### src/rtl/parking_pkg.sv
// Shared encodings and constants for the parking meter session controller.
package parking_pkg;

    typedef enum logic [1:0] {
        ST_IDLE = 2'd0,
        ST_RUN  = 2'd1,
        ST_CALC = 2'd2,
        ST_SHOW = 2'd3
    } state_t;

    typedef enum logic [1:0] {
        PH_DIV60  = 2'd0,
        PH_MUL    = 2'd1,
        PH_DIV100 = 2'd2
    } phase_t;

    localparam logic [16:0] SEC_PER_MIN = 17'd60;
    localparam logic [16:0] CENT_DIV    = 17'd100;

    localparam logic [4:0] HOUR_DAY  = 5'd8;
    localparam logic [4:0] HOUR_PEAK = 5'd13;
    localparam logic [4:0] HOUR_EVE  = 5'd18;
    localparam logic [4:0] HOUR_END  = 5'd24;

    // Location 000 is the premium zone; all other locations share one table.
    localparam logic [7:0] RATE_L0_NIGHT = 8'd145;
    localparam logic [7:0] RATE_L0_DAY   = 8'd167;
    localparam logic [7:0] RATE_L0_PEAK  = 8'd189;
    localparam logic [7:0] RATE_L0_EVE   = 8'd145;
    localparam logic [7:0] RATE_LX_NIGHT = 8'd134;
    localparam logic [7:0] RATE_LX_DAY   = 8'd156;
    localparam logic [7:0] RATE_LX_PEAK  = 8'd178;
    localparam logic [7:0] RATE_LX_EVE   = 8'd156;

    function automatic logic hour_valid(input logic [4:0] hour);
        return hour < HOUR_END;
    endfunction

endpackage

### src/rtl/parking_rate_lut.sv
// Rate lookup in cents-per-minute x100 from latched location and hour; 0 for an invalid hour.
module parking_rate_lut
    import parking_pkg::*;
(
    input  logic [2:0] location,
    input  logic [4:0] hour,
    output logic [7:0] rate_x100
);

    logic premium;

    assign premium = (location == 3'd0);

    always_comb begin
        rate_x100 = 8'd0;
        if (hour < HOUR_DAY)
            rate_x100 = premium ? RATE_L0_NIGHT : RATE_LX_NIGHT;
        else if (hour < HOUR_PEAK)
            rate_x100 = premium ? RATE_L0_DAY : RATE_LX_DAY;
        else if (hour < HOUR_EVE)
            rate_x100 = premium ? RATE_L0_PEAK : RATE_LX_PEAK;
        else if (hour < HOUR_END)
            rate_x100 = premium ? RATE_L0_EVE : RATE_LX_EVE;
    end

endmodule

### src/rtl/parking_session_ctrl.sv
// Parking session controller: times a session from the 1 Hz tick and computes
// its cost by sequential division/multiply once the session is stopped.
//
// state   | meaning
// IDLE    | waiting for a start with a valid hour
// RUN     | session active, sec_count advances on tick_1hz
// CALC    | DIV60 -> MUL -> DIV100 cost pipeline, busy high
// SHOW    | cost held and valid until clear or a new start
module parking_session_ctrl
    import parking_pkg::*;
#(
    parameter logic [11:0] SEC_MAX  = 12'd4095,
    parameter logic [13:0] COST_MAX = 14'd9999
) (
    input  logic        clk,
    input  logic        rst,
    input  logic        tick_1hz,
    input  logic        start,
    input  logic        stop,
    input  logic        clear,
    input  logic [7:0]  sw,
    output logic [11:0] sec_count,
    output logic [13:0] cost,
    output logic        cost_valid,
    output logic        running,
    output logic        busy,
    output logic        hour_err
);

    state_t      state, state_n;
    phase_t      phase, phase_n;
    logic [11:0] sec_n;
    logic [16:0] work, work_n;
    logic [7:0]  quot, quot_n;
    logic [6:0]  min_q, min_n;
    logic [16:0] prod, prod_n;
    logic [13:0] cost_n;
    logic        err_n;
    logic [2:0]  loc, loc_n;
    logic [4:0]  hour, hour_n;
    logic [7:0]  rate_x100;
    logic [7:0]  cents;

    parking_rate_lut u_rate (
        .location  (loc),
        .hour      (hour),
        .rate_x100 (rate_x100)
    );

    assign running    = (state == ST_RUN);
    assign busy       = (state == ST_CALC);
    assign cost_valid = (state == ST_SHOW);

    always_comb begin
        state_n = state;
        phase_n = phase;
        sec_n   = sec_count;
        work_n  = work;
        quot_n  = quot;
        min_n   = min_q;
        prod_n  = prod;
        cost_n  = cost;
        err_n   = hour_err;
        loc_n   = loc;
        hour_n  = hour;
        // Ceiling quotient: any leftover remainder bills one more unit.
        cents   = quot + {7'd0, (work != 17'd0)};

        case (state)
            ST_IDLE, ST_SHOW: begin
                if (start) begin
                    if (hour_valid(sw[4:0])) begin
                        state_n = ST_RUN;
                        loc_n   = sw[7:5];
                        hour_n  = sw[4:0];
                        sec_n   = 12'd0;
                        cost_n  = 14'd0;
                        err_n   = 1'b0;
                    end else begin
                        err_n   = 1'b1;
                    end
                end else if (clear) begin
                    state_n = ST_IDLE;
                    cost_n  = 14'd0;
                    err_n   = 1'b0;
                end
            end
            ST_RUN: begin
                if (tick_1hz && (sec_count != SEC_MAX))
                    sec_n = sec_count + 12'd1;
                if (stop) begin
                    state_n = ST_CALC;
                    phase_n = PH_DIV60;
                    work_n  = {5'd0, sec_n};
                    quot_n  = 8'd0;
                end
            end
            ST_CALC: begin
                case (phase)
                    PH_DIV60: begin
                        if (work >= SEC_PER_MIN) begin
                            work_n = work - SEC_PER_MIN;
                            quot_n = quot + 8'd1;
                        end else begin
                            min_n   = cents[6:0];
                            phase_n = PH_MUL;
                        end
                    end
                    PH_MUL: begin
                        prod_n  = {10'd0, min_q} * {9'd0, rate_x100};
                        work_n  = prod_n;
                        quot_n  = 8'd0;
                        phase_n = PH_DIV100;
                    end
                    PH_DIV100: begin
                        if (work >= CENT_DIV) begin
                            work_n = work - CENT_DIV;
                            quot_n = quot + 8'd1;
                        end else begin
                            cost_n  = (14'(cents) > COST_MAX) ? COST_MAX : 14'(cents);
                            state_n = ST_SHOW;
                        end
                    end
                    default: phase_n = PH_DIV60;
                endcase
            end
            default: state_n = ST_IDLE;
        endcase
    end

    always_ff @(posedge clk) begin
        if (rst) begin
            state     <= ST_IDLE;
            phase     <= PH_DIV60;
            sec_count <= 12'd0;
            work      <= 17'd0;
            quot      <= 8'd0;
            min_q     <= 7'd0;
            prod      <= 17'd0;
            cost      <= 14'd0;
            hour_err  <= 1'b0;
            loc       <= 3'd0;
            hour      <= 5'd0;
        end else begin
            state     <= state_n;
            phase     <= phase_n;
            sec_count <= sec_n;
            work      <= work_n;
            quot      <= quot_n;
            min_q     <= min_n;
            prod      <= prod_n;
            cost      <= cost_n;
            hour_err  <= err_n;
            loc       <= loc_n;
            hour      <= hour_n;
        end
    end

endmodule

### config.mk
export PLATFORM = sky130hd
export DESIGN_NAME = parking_session_ctrl
export DESIGN_NICKNAME = d
export VERILOG_FILES = /design/src/rtl/parking_pkg.sv /design/src/rtl/parking_rate_lut.sv /design/src/rtl/parking_session_ctrl.sv
export SDC_FILE = /design/constraint.sdc
export NUM_CORES = 1
export LEC_CHECK = 0
export BUFFER_PORTS_ARGS = -buffer_cell sky130_fd_sc_hd__buf_4
export CORE_ASPECT_RATIO = 0.9
export CORE_MARGIN = 3
export CORE_UTILIZATION = 65
export DETAILED_ROUTE_END_ITERATION = 8
export PLACE_DENSITY = 0.95
export RECOVER_POWER = 100
export SLEW_MARGIN = 20
export SYNTH_ARGS = -nofsm -noshare
export SYNTH_HDL_FRONTEND = slang
export SYNTH_HIERARCHICAL = 1
export SYNTH_SLANG_ARGS = --single-unit
### constraint.sdc
create_clock -name clk -period 8.77 [get_ports clk]
set_input_delay 2.1925 -clock clk [delete_from_list [all_inputs] [get_ports clk]]
set_output_delay 2.1925 -clock clk [all_outputs]
set_load 0.03 [all_outputs]
-- After elaboration in Yosys (flattened, before gate mapping)
Cells that the tools add are included.
W data, S select, Z words.
- add/sub/neg operators: 5
- multipliers: 1
- $lt $le $gt $ge: 7
- equality and inequality tests: 18
- muxes and demuxes: 42
- bitwise logic cells: 1
- reductions and logical operators: 18
- operators with widths (cell ; number):
    $mux W14 ; 5
    $mux W8 ; 7
    $mux W17 ; 3
    $pmux W17 S3 ; 1
    $mux W12 ; 3
    $pmux W17 S2 ; 1
    $pmux W14 S2 ; 1
    $pmux W12 S2 ; 1
    $pmux W8 S3 ; 1
    $ge A17 B6 Y1 const B ; 1
    $ge A17 B7 Y1 const B ; 1
    $reduce_bool A17 Y1 ; 1
    $sub A17 B6 Y17 const B ; 1
    $sub A17 B7 Y17 const B ; 1
    $mux W2 ; 8
    $pmux W8 S2 ; 1
    $lt A5 B5 Y1 const B ; 3
    $mul A7 B8 Y15 ; 1
    $ne A3 B3 Y1 const B ; 5
    $reduce_and A5 Y1 ; 3
    $add A12 B1 Y12 const B ; 1
    $ne A12 B12 Y1 const B ; 1
    $pmux W2 S3 ; 2
    $lt A5 B4 Y1 const B ; 2
    21 further kinds ; 37
- register bits after elaboration: 71
- input bits: 14
- output and inout port bits: 30
- word-level logic and storage cells: 102

-- Longest topological paths before layout
Gate-level depths: netlist of the first run.
- word-level depth: 9
- gate-level depth with buffers: 22
- gate-level depth less buffers: 20

-- Modules after synthesis
Netlist of the first run, hierarchy kept.
- by module, submodules not included (module ; instances ; cells an instance ; area each (µm²) ; sequential area each (µm²)):
    parking_session_ctrl ; 1 ; 773 ; 6154.7 ; 1301.2
    parking_rate_lut ; 1 ; 41 ; 235.2 ; 0.0

-- Worst setup path before layout of the first run
Ideal clock, no wire load.
- path type: flip-flop to flip-flop
- start: register loc[2]
- end: register work[14]
- library setup time: 129 ps
- arrival: 4975 ps
- required time: 8641 ps
- setup slack: 3665 ps
- cell stages (with the launch flop): 20
- buffers on the path: 1
- clock period less this slack: 5105 ps
- cell sequence: dfxtp_1 -> nor3_4 -> buf_4 -> a31oi_1 -> o22ai_1 -> nand2_1 -> fa_1 -> fa_1 -> inv_1 -> fa_1 -> inv_1 -> fa_1 -> inv_1 -> ha_1 -> o21a_1 -> o31ai_1 -> a211oi_1 -> mux2_2 -> a211oi_1 -> o32ai_1
- elaborated cells on any way between the ends: 12
- those cells by class: 1 x mul; 10 x mux; 1 x reduce/logical
- RTL lines (item ; RTL line ; text):
    start: declaration ; parking_session_ctrl.sv:39 ; logic [2:0] loc, loc_n;
    start signal: assignment ; parking_session_ctrl.sv:154 ; loc <= loc_n;
    $logic_not A3 Y1 (*) ; parking_rate_lut.sv:12 ; assign premium = (location == 3'd0);
    $mux W4 ; parking_rate_lut.sv:21 ; rate_x100 = premium ? RATE_L0_PEAK : RATE_LX_PEAK;
    $mux W8 ; parking_rate_lut.sv:20 ; else if (hour < HOUR_EVE)
    $mux W8 ; parking_rate_lut.sv:18 ; else if (hour < HOUR_PEAK)
    $mux W8 (*) ; parking_rate_lut.sv:16 ; if (hour < HOUR_DAY)
    named net rate_x100[1] ; parking_session_ctrl.sv:41 ; logic [7:0] rate_x100;
    $mul A7 B8 Y15 (*) ; parking_session_ctrl.sv:110 ; prod_n = {10'd0, min_q} * {9'd0, rate_x100};
    $pmux W17 S3 (*) ; parking_session_ctrl.sv:99 ; case (phase)
    $pmux W17 S2 (*) ; parking_session_ctrl.sv:69 ; case (state)
    end signal: assignment ; parking_session_ctrl.sv:148 ; work <= work_n;
    end: declaration ; parking_session_ctrl.sv:33 ; logic [16:0] work, work_n;
Mark *: on every way through the listed nets, which the timed path passes. The rest lies on a longest branch.
A chain may end at the register's enable or synchronous reset.

-- Worst setup path in the final report of the first run
- start: register loc[2]
- end: register work[14]
- cells in the longest elaborated chain, start to end: 9
- elaborated cells on any way between the ends: 12
- those cells by class: 1 x mul; 10 x mux; 1 x reduce/logical
- ends and longest elaborated chain (item ; RTL line ; text):
    $logic_not A3 Y1 (*) ; parking_rate_lut.sv:12 ;
    $mux W4 ; parking_rate_lut.sv:23 ; rate_x100 = premium ? RATE_L0_EVE : RATE_LX_EVE;
    $mux W8 ; parking_rate_lut.sv:22 ; else if (hour < HOUR_END)
    $mux W8 ; parking_rate_lut.sv:20 ;
    $mux W8 (*) ; parking_rate_lut.sv:18 ;
    $mux W8 (*) ; parking_rate_lut.sv:16 ;
    named net rate_x100[3] ; parking_session_ctrl.sv:41 ;
    $mul A7 B8 Y15 (*) ; parking_session_ctrl.sv:110 ;
    $pmux W17 S3 (*) ; parking_session_ctrl.sv:99 ;
    $pmux W17 S2 (*) ; parking_session_ctrl.sv:69 ;
Marked as above.

==> results of run 1 <==
## power by group
part           internal [uW]  switching, uW  total [uW]
Combinational            350            617         967
Clock                    111            132         243
Sequential               334           85.2         419
## cells in the mapped netlist (14+ instances only)
library cell / n
xnor2_1: 14
clkbuf_1: 32
ha_1: 48
nand3_1: 24
fa_1: 29
nor3_1: 19
dfxtp_1: 65
nor2_1: 77
inv_1: 48
o21ai_0: 34
xor2_1: 18
and2_1: 47
a21oi_1: 54
nand2_1: 64
a211oi_1: 17
## stage by stage
stage	utilization, %	hold WS (ns)
2_1_floorplan	-	0.458
3_3_place_gp	71.1	0.448
3_5_place_dp	71.1	0.454
4_1_cts	73.0	0.475
5_1_grt	71.9	0.482
6_report	71.9	0.468
## final cells by class
class	count	area, um^2
multi-input cells	653	4670
clock buffers	10	138
clock inverters	6	42.5
repair buffers	41	214
well taps	122	153
fillers	780	2620
flip-flops and latches	65	1300
inverters	50	188
## layout by cell type, fill, tap and decap left out, types with 24 or more instances in the layout
cell and n:
a21oi_1 54, and2_1 43, clkbuf_1 25, dfxtp_1 65, fa_1 29, ha_1 48, inv_1 48, nand2_1 64
nand3_1 24, nor2_1 77, o21ai_0 34
## final timing paths
| kind | start | end | slack [ns] | cells after the start |
|---|---|---|---|---|
| worst min register to register | cost[2] | cost[2] | 0.47 | 1 |
| worst min-delay path | cost[2] | cost[2] | 0.47 | 1 |
| worst max-delay path | loc[2] | work[14] | 1.94 | 20 |
| worst max register to register | loc[2] | work[14] | 1.94 | 20 |
## layer usage
layer  vias to the layer above  global-route usage, %  wire length [um]
li1                       2935                      -                 -
met1                      3001                   43.2              7240
met2                       442                   52.6              8360
met3                        70                   5.97              1970
met4                         0                   11.6               636
met5                         -                      0                 0
## worst max-delay path, delay by kind of cell, from the launching register on
family | cells | cell delay, ns
fa+ha+maj | 5 | 2.42
simple gates | 3 | 1.65
compound gates | 7 | 1.61
mux | 1 | 0.39
flops | 1 | 0.32
buf+inv | 4 | 0.20
## sequential cells by signal, indices dropped and copies added (netlist names), 2 cells and up
signal     cells
loc            3
state          2
work          17
min_q          7
hour           5
sec_count     12
cost           8
quot           8
phase          2
## logic make-up after synthesis
group	after synthesis	synth area share (%)
AO/OA/AOI/OAI	207	22.1
XOR/XNOR	32	4.39
adder cells (fa/ha/maj)	77	18.5
buffers and inverters	101	6.62
flip-flops	65	20.4
multiplexers	16	2.60
other	2	0.118
AND/OR/NAND/NOR	314	25.4
==> metrics.txt, run 1 <==
status complete, but fails checks; failing checks max-capacitance violations, max-slew violations; clk_lat worst skew 0.36 ns; Global Route Usage Sum 32.2%; DP HPWL 13,400 um; wire per inst between 15 and 20 um; peak supply drop ~0.21 mV; Die Area 11,100 um^2; number of global-route vias before repair 6,079; Post-synth EDFFs 0; syn_area_per_cell 7.85 um^2; kind of critical path register to register; DP Area 6630 um^2; RePlAce Congestion 0.969; CTS Buf Count 9; Rows 33; Tot Pwr 1630 uW; critical-path cell list nor3_1 > nor3b_1 > a21oi_1 > o21ai_0 > and2_0 > fa_1 > inv_1 > fa_1 > inv_1 > fa_1 > inv_1 > fa_1 > inv_1 > ha_1 > o21a_1 > o31ai_1 > a211oi_1 > mux2_2 > a211oi_1 > o32ai_1; Syn Inst Count ~810; Crit. End Element register; Area Overhead vs Synth 4.99%; fraction of registers with async set/reset 0%; ant diodes 0; port buffer count 37; fin. max-slew vios 66; vias per std cell 6.81; number of synthesized register bits 65; design area approximately 6700 um^2; routed via count 6,448; initial antenna violation count 0; Worst setup SP type register; Starting Density 68.5%; PostCTS Resize Cnt 0; first-pass GRT wire length approximately 30,000 um; YS warnings 6; Post-CTS Hold Buffers 0; CTS sink cnt 65; register area share after synthesis 20.4%; root buffer cell clkbuf_8; fin crit period just under 7 ns; Final period util ~78%; relative slew slack -56.8%; RSZ-0062 raised after global routing false; Synth cell types 73; cell leakage power about 0.0028 uW; post-route ant nets 0; Clock Skew slightly above 0.02 ns; Yosys top cell by area dfxtp_1; Routed WL 18,200 um; pre-CTS setup slack 2.91 ns; CTS tree yes; CP arrival ~7 ns; PnR worst setup slack 1.94 ns; Highest Clock Rate ~150 MHz; Non-Filler Instances about 950; clock buffer depth 2; Pre-antenna DRT Iters 6; Hold WC Path Type register to register; Core Box Area 9330 um^2; largest net degree at the start of global routing 49; Die Y-Extent approximately 100 um; I/O Pins 44; postcts setup bufs 0; CP peak stage delay 1.19 ns; layout cells sized above 1 6.18%; critical path data required time 8.92 ns; GR Overflow Total 0; Synth area leaders dfxtp_1 20%, ha_1 9.4%, fa_1 9.1%; Worst-path clk slew 0.09 ns; Max Cap Viol 2; crit-path max FO 16; setup-violating endpoint count in the final report 0; H-tree depth 3; DRC 0; Synth Flop Type dfxtp_1; dpl cells 931; Final Hold Vio Count 0; DR iter-0 viols 830; Yosys top cell area share around a fifth; pwr/cell area 243 nW/um^2; Setup TNS 0 ns; Worst Max-Slew Pin Slew 2.35 ns; mapped cell area 6390 um^2; nets@finish 911; Die W ~110 um; slowest cell on the critical path nor3_1
(Power assumes the default switching activity.)
==> inputs of run 2 (changes only) <==
Settings changed: CORE_UTILIZATION 65 to 62, PLACE_DENSITY 0.95 to 0.92.
Clock period 8.77 ns to 6.8 ns, I/O delays scaled along.
==> metrics.txt, run 2 (synthesized netlist as in run 1, its figures left out) <==
status complete, but fails checks; failing checks max-capacitance violations, max-slew violations; Rows 34 (+3.0%); FF-to-FF End work[14]; kind of critical path register to register; PostCTS Resize Cnt 0 (unchanged); Die Area 11,600 um^2 (+4.6%); crit path from loc[2]; GR Overflow Total 0 (unchanged); ant diodes 0 (unchanged); fin crit period 5.99 ns (-0.834 ns); CP arrival 6.11 ns (-0.87 ns); wire per inst 19.2 um (-0.16%); Seq pwr share 24.3% (-1.4 points); max FFs per register 17 (unchanged); area occupied by multi-input gates 4690 um^2 (+0.40%); Worst setup SP type register; post-route ant nets 0 (unchanged); number of global-route vias before repair 5,944 (-2.2%); Final Util 69.1% (-2.8 points); Largest Register work; switching share of power 49.1% (-2.1 points); Routed WL 18,200 um (+0.15%); largest net degree at the start of global routing 49 (unchanged); cell leakage power 0.00281 uW (+1.8%); largest registers work: 17 flops, sec_count: 12 flops; RSZ-0062 raised after global routing false; DP HPWL 13,200 um (-1.7%); Highest Clock Rate 167 MHz (+14%); setup-violating endpoint count in the final report 0 (unchanged); relative slew slack -55.8% (+0.98 points); CTS Buf Count 9 (unchanged); Starting Density 64.7% (-3.7 points); first-pass GRT wire length 29,600 um (about the same); root buffer cell clkbuf_16; initial antenna violation count 0 (unchanged); Global Route Usage Sum 31.5% (-0.78 points); RePlAce Congestion 0.966 (-0.29%); most frequent cells in the layout 77 x nor2_1, 65 x dfxtp_1, 64 x nand2_1; layout cells sized above 1 5.95% (-0.24 points); vias per std cell 6.75 (-0.90%); Tot Pwr 2220 uW (+36%); clock buffer depth 2 (unchanged); Post-CTS Hold Buffers 0 (unchanged); peak supply drop 0.202 mV (-3.6%); clock share of power 19.5% (+4.6 points); Max Cap Viol 1 (-1); design area 6820 um^2 (+1.6%); FF-to-FF Start loc[2]; internal power 1130 uW (+42%); switching power 1090 uW (+31%); I/O Pins 44 (unchanged); r2r worst-path depth 18 (-10%); routed via count 6,410 (-0.59%); fin. max-slew vios 49 (-26%); H-tree depth 3 (unchanged); R2R setup slack 0.81 ns (-1.14 ns); pwr/cell area 326 nW/um^2 (+34%); Crit. End Element register; Die W 113 um (+2.3%); most common cell after layout, fill and taps aside nor2_1; Pre-antenna DRT Iters 5 (-1); DP Area 6630 um^2 (about the same); FF+latch area 1300 um^2 (unchanged); crit-path max FO 16 (unchanged); CTS sink cnt 65 (unchanged); critical path data required time 6.92 ns (-2.00 ns); Final Hold Vio Count 0 (unchanged); Die Y-Extent 102 um (+2.2%); Gate power share 56.2% (-3.2 points); Setup TNS 0 ns (unchanged); DR iter-0 viols 661 (-20%); Fin Hold WS 0.467 ns (-0.00112 ns); Core Box Area 9870 um^2 (+5.8%); Hold WC Path Type register to register; nets@finish 910 (-0.11%); Worst-path clk slew 0.06 ns (-0.03 ns); postcts setup bufs 0 (unchanged); CTS tree yes; worst setup path end work[14]; Area Overhead vs Synth 6.70%; clk_lat worst skew 0.33 ns (-0.03 ns); Clock Skew 0.00792 ns (-0.0126 ns); Worst Max-Slew Pin Slew 2.34 ns (-0.0146 ns); number of fill cells in the layout 813 (+4.2%); port buffer count 37 (unchanged); hold path depth 1 (unchanged); Final period util 88.2% (+10 points); DRC 0 (unchanged)
run 2: power groups by stage:
| stage | Clock [uW] | Sequential, uW | Combinational, uW |
|---|---|---|---|
| after floorplan | 0 | 478 | 977 |
| after global placement | 0 | 535 | 1160 |
| after detailed placement | 0 | 541 | 1210 |
| after CTS | 430 | 533 | 1220 |
| after global routing | 450 | 548 | 1370 |
| final | 433 | 539 | 1250 |
run 2: metal layers:
layer / GRT usage, % / vias up / share of wire, %
li1: - / 2921 / -
met1: 42.0 / 3020 / 41
met2: 51.8 / 397 / 46
met3: 5.27 / 72 / 9.8
met4: 11.3 / 0 / 3.2
met5: 0 / - / 0
run 2: worst min path at each step:
| stage | slack, ns | endpoint | start |
|---|---|---|---|
| floorplan | 0.46 | hour[2] | hour[2] |
| global placement | 0.45 | cost[5] | cost[5] |
| detailed placement | 0.46 | cost[6] | cost[6] |
| CTS | 0.47 | cost[7] | cost[7] |
| global route | 0.48 | cost[6] | cost[6] |
| finish | 0.47 | cost[7] | cost[7] |
run 2: final cells by class:
type / instances / share of cell area (%)
flip-flops and latches: 65 / 19.1
clock buffers: 10 / 3.36
inverters: 50 / 2.75
multi-input cells: 653 / 68.8
clock inverters: 6 / 0.642
well taps: 126 / 2.31
repair buffers: 40 / 3.03
run 2: metrics by stage:
stage | std cells | setup slack (ns)
2_1_floorplan | 819 | 1.70
3_3_place_gp | 934 | 1.27
3_5_place_dp | 934 | 0.974
4_1_cts | 950 | 0.946
5_1_grt | 950 | 0.507
6_report | 950 | 0.805
run 2: critical path, stage by stage (launching register included):
cell	delay, ns
dfxtp_1	0.34
nor3_4	0.50
a31oi_1	0.20
o221ai_1	0.51
nand2_1	0.14
fa_1	0.48
fa_1	0.56
inv_1	0.06
fa_1	0.52
inv_1	0.05
fa_1	0.53
inv_1	0.04
ha_1	0.35
o21a_1	0.14
o31ai_1	0.13
a211oi_1	0.48
mux2_1	0.39
a211oi_1	0.21
o32ai_1	0.14
==> inputs of run 3 (changes only) <==
Settings changed: CORE_UTILIZATION 62 to 40, CTS_BUF_LIST set to sky130_fd_sc_hd__clkbuf_8, PLACE_DENSITY 0.92 to 0.68.
==> metrics.txt, run 3 (synthesized netlist as in run 1, its figures left out) <==
peak supply drop 0.184 mV (-9.0%); root buffer cell clkbuf_8; kind of critical path register to register; number of fill cells in the layout 1,580 (+94%); most frequent cells in the layout 77 x nor2_1, 65 x dfxtp_1, 64 x nand2_1; routed via count 6,007 (-6.3%); area occupied by multi-input gates 4680 um^2 (-0.16%); fin. max-slew vios 49 (unchanged); nets@finish 912 (+0.22%); fin crit period 5.87 ns (-0.120 ns); first-pass GRT wire length 27,400 um (-7.3%); port buffer count 37 (unchanged); wire per inst 16.2 um (-15%); max FFs per register 17 (unchanged); cell leakage power 0.00282 uW (+0.34%); DP HPWL 12,500 um (-5.1%); pwr/cell area 319 nW/um^2 (-2.3%); Pre-antenna DRT Iters 6 (+1); GR Overflow Total 0 (unchanged); number of global-route vias before repair 5,340 (-10%); ant diodes 0 (unchanged); Starting Density 41.1% (-24 points); PostCTS Resize Cnt 0 (unchanged); Area Overhead vs Synth 8.34%; Rows 43 (+26%); Largest Register work; Worst setup SP type register; I/O Pins 44 (unchanged); initial antenna violation count 0 (unchanged); status complete, but fails checks; largest net degree at the start of global routing 49 (unchanged); RSZ-0062 raised after global routing false; vias per std cell 5.84 (-13%); Setup TNS 0 ns (unchanged); Die W 139 um (+23%); FF+latch area 1300 um^2 (unchanged); Hold WC Path Type register to register; DRC 0 (unchanged); Final Hold Vio Count 0 (unchanged); Core Box Area 15,500 um^2 (+58%); largest registers work: 17 flops, sec_count: 12 flops; R2R setup slack 0.93 ns (+0.12 ns); Clock Skew 0.0147 ns (+0.00676 ns); most common cell after layout, fill and taps aside nor2_1; postcts setup bufs 0 (unchanged); Post-CTS Hold Buffers 0 (unchanged); H-tree depth 3 (unchanged); CP arrival 6.03 ns (-0.08 ns); critical path data required time 6.95 ns (+0.03 ns); Global Route Usage Sum 18.4% (-13 points); setup-violating endpoint count in the final report 0 (unchanged); Highest Clock Rate 170 MHz (+2.0%); Die Y-Extent 126 um (+23%); clock buffer depth 2 (unchanged); layout cells sized above 1 6.42% (+0.47 points); Worst-path clk slew 0.09 ns (+0.03 ns); Routed WL 16,700 um (-8.5%); Max Cap Viol 1 (unchanged); CTS tree yes; CTS sink cnt 65 (unchanged); Worst Max-Slew Pin Slew 2.41 ns (+0.0680 ns); failing checks max-capacitance violations, max-slew violations; Final period util 86.4% (-1.8 points); Crit. End Element register; Die Area 17,500 um^2 (+52%); crit-path max FO 16 (unchanged); post-route ant nets 0 (unchanged); DR iter-0 viols 563 (-15%); clk_lat worst skew 0.36 ns (+0.03 ns); CTS Buf Count 9 (unchanged); Tot Pwr 2210 uW (-0.75%); relative slew slack -60.3% (-4.5 points); RePlAce Congestion 0.933 (-3.5%)
[run 3: routing by layer]
layer	wire (um)	GRT usage [%]	vias to the layer above
met5	0	0	-
met4	176	4.14	0
met3	1050	2.54	15
met2	7050	26.5	200
met1	8410	29.0	2858
li1	-	-	2934
[run 3: final timing paths]
path / end / from / cells after the start
worst max-delay path: work[14] / loc[2] / 20
worst min-delay path: cost[7] / cost[7] / 1
worst max register to register: work[14] / loc[2] / 20
worst min register to register: cost[7] / cost[7] / 1
[run 3: area by class of cell]
class	instances	share of cell area, %
clock buffers	10	1.99
clock inverters	6	1.99
repair buffers	42	3.20
inverters	50	2.71
flip-flops and latches	65	18.8
multi-input cells	653	67.7
well taps	202	3.65
[run 3: worst max-delay path: stages (launching register included)]
cell and delay (ns):
dfxtp_1 0.34, nor3_4 0.48, nor3b_1 0.13, a21oi_1 0.13, o21ai_0 0.26, and2_0 0.28
fa_1 0.53, inv_1 0.05, fa_1 0.47, inv_1 0.05, fa_1 0.53, inv_1 0.05
fa_1 0.53, inv_1 0.05, ha_1 0.34, o21a_1 0.13, o31ai_1 0.14, a211oi_1 0.46
mux2_2 0.39, a211oi_1 0.20, o32ai_1 0.12
[run 3: stage by stage]
| stage | cells | area (um^2) | utilization [%] | setup WS, ns | hold slack [ns] |
|---|---|---|---|---|---|
| floorplan | 819 | 6410 | - | 1.70 | 0.458 |
| global placement | 1012 | 6740 | 43.4 | 1.13 | 0.452 |
| detailed placement | 1012 | 6740 | 43.4 | 1.00 | 0.455 |
| CTS | 1028 | 7020 | 45.1 | 1.00 | 0.474 |
| global route | 1028 | 6920 | 44.5 | 0.402 | 0.494 |
| finish | 1028 | 6920 | 44.5 | 0.925 | 0.467 |
[run 3: report_power, final]
part / leakage [uW] / switching, uW / internal, uW
clock: 0.000137 / 168 / 293
sequential: 0.000527 / 106 / 431
combinational: 0.00216 / 757 / 451
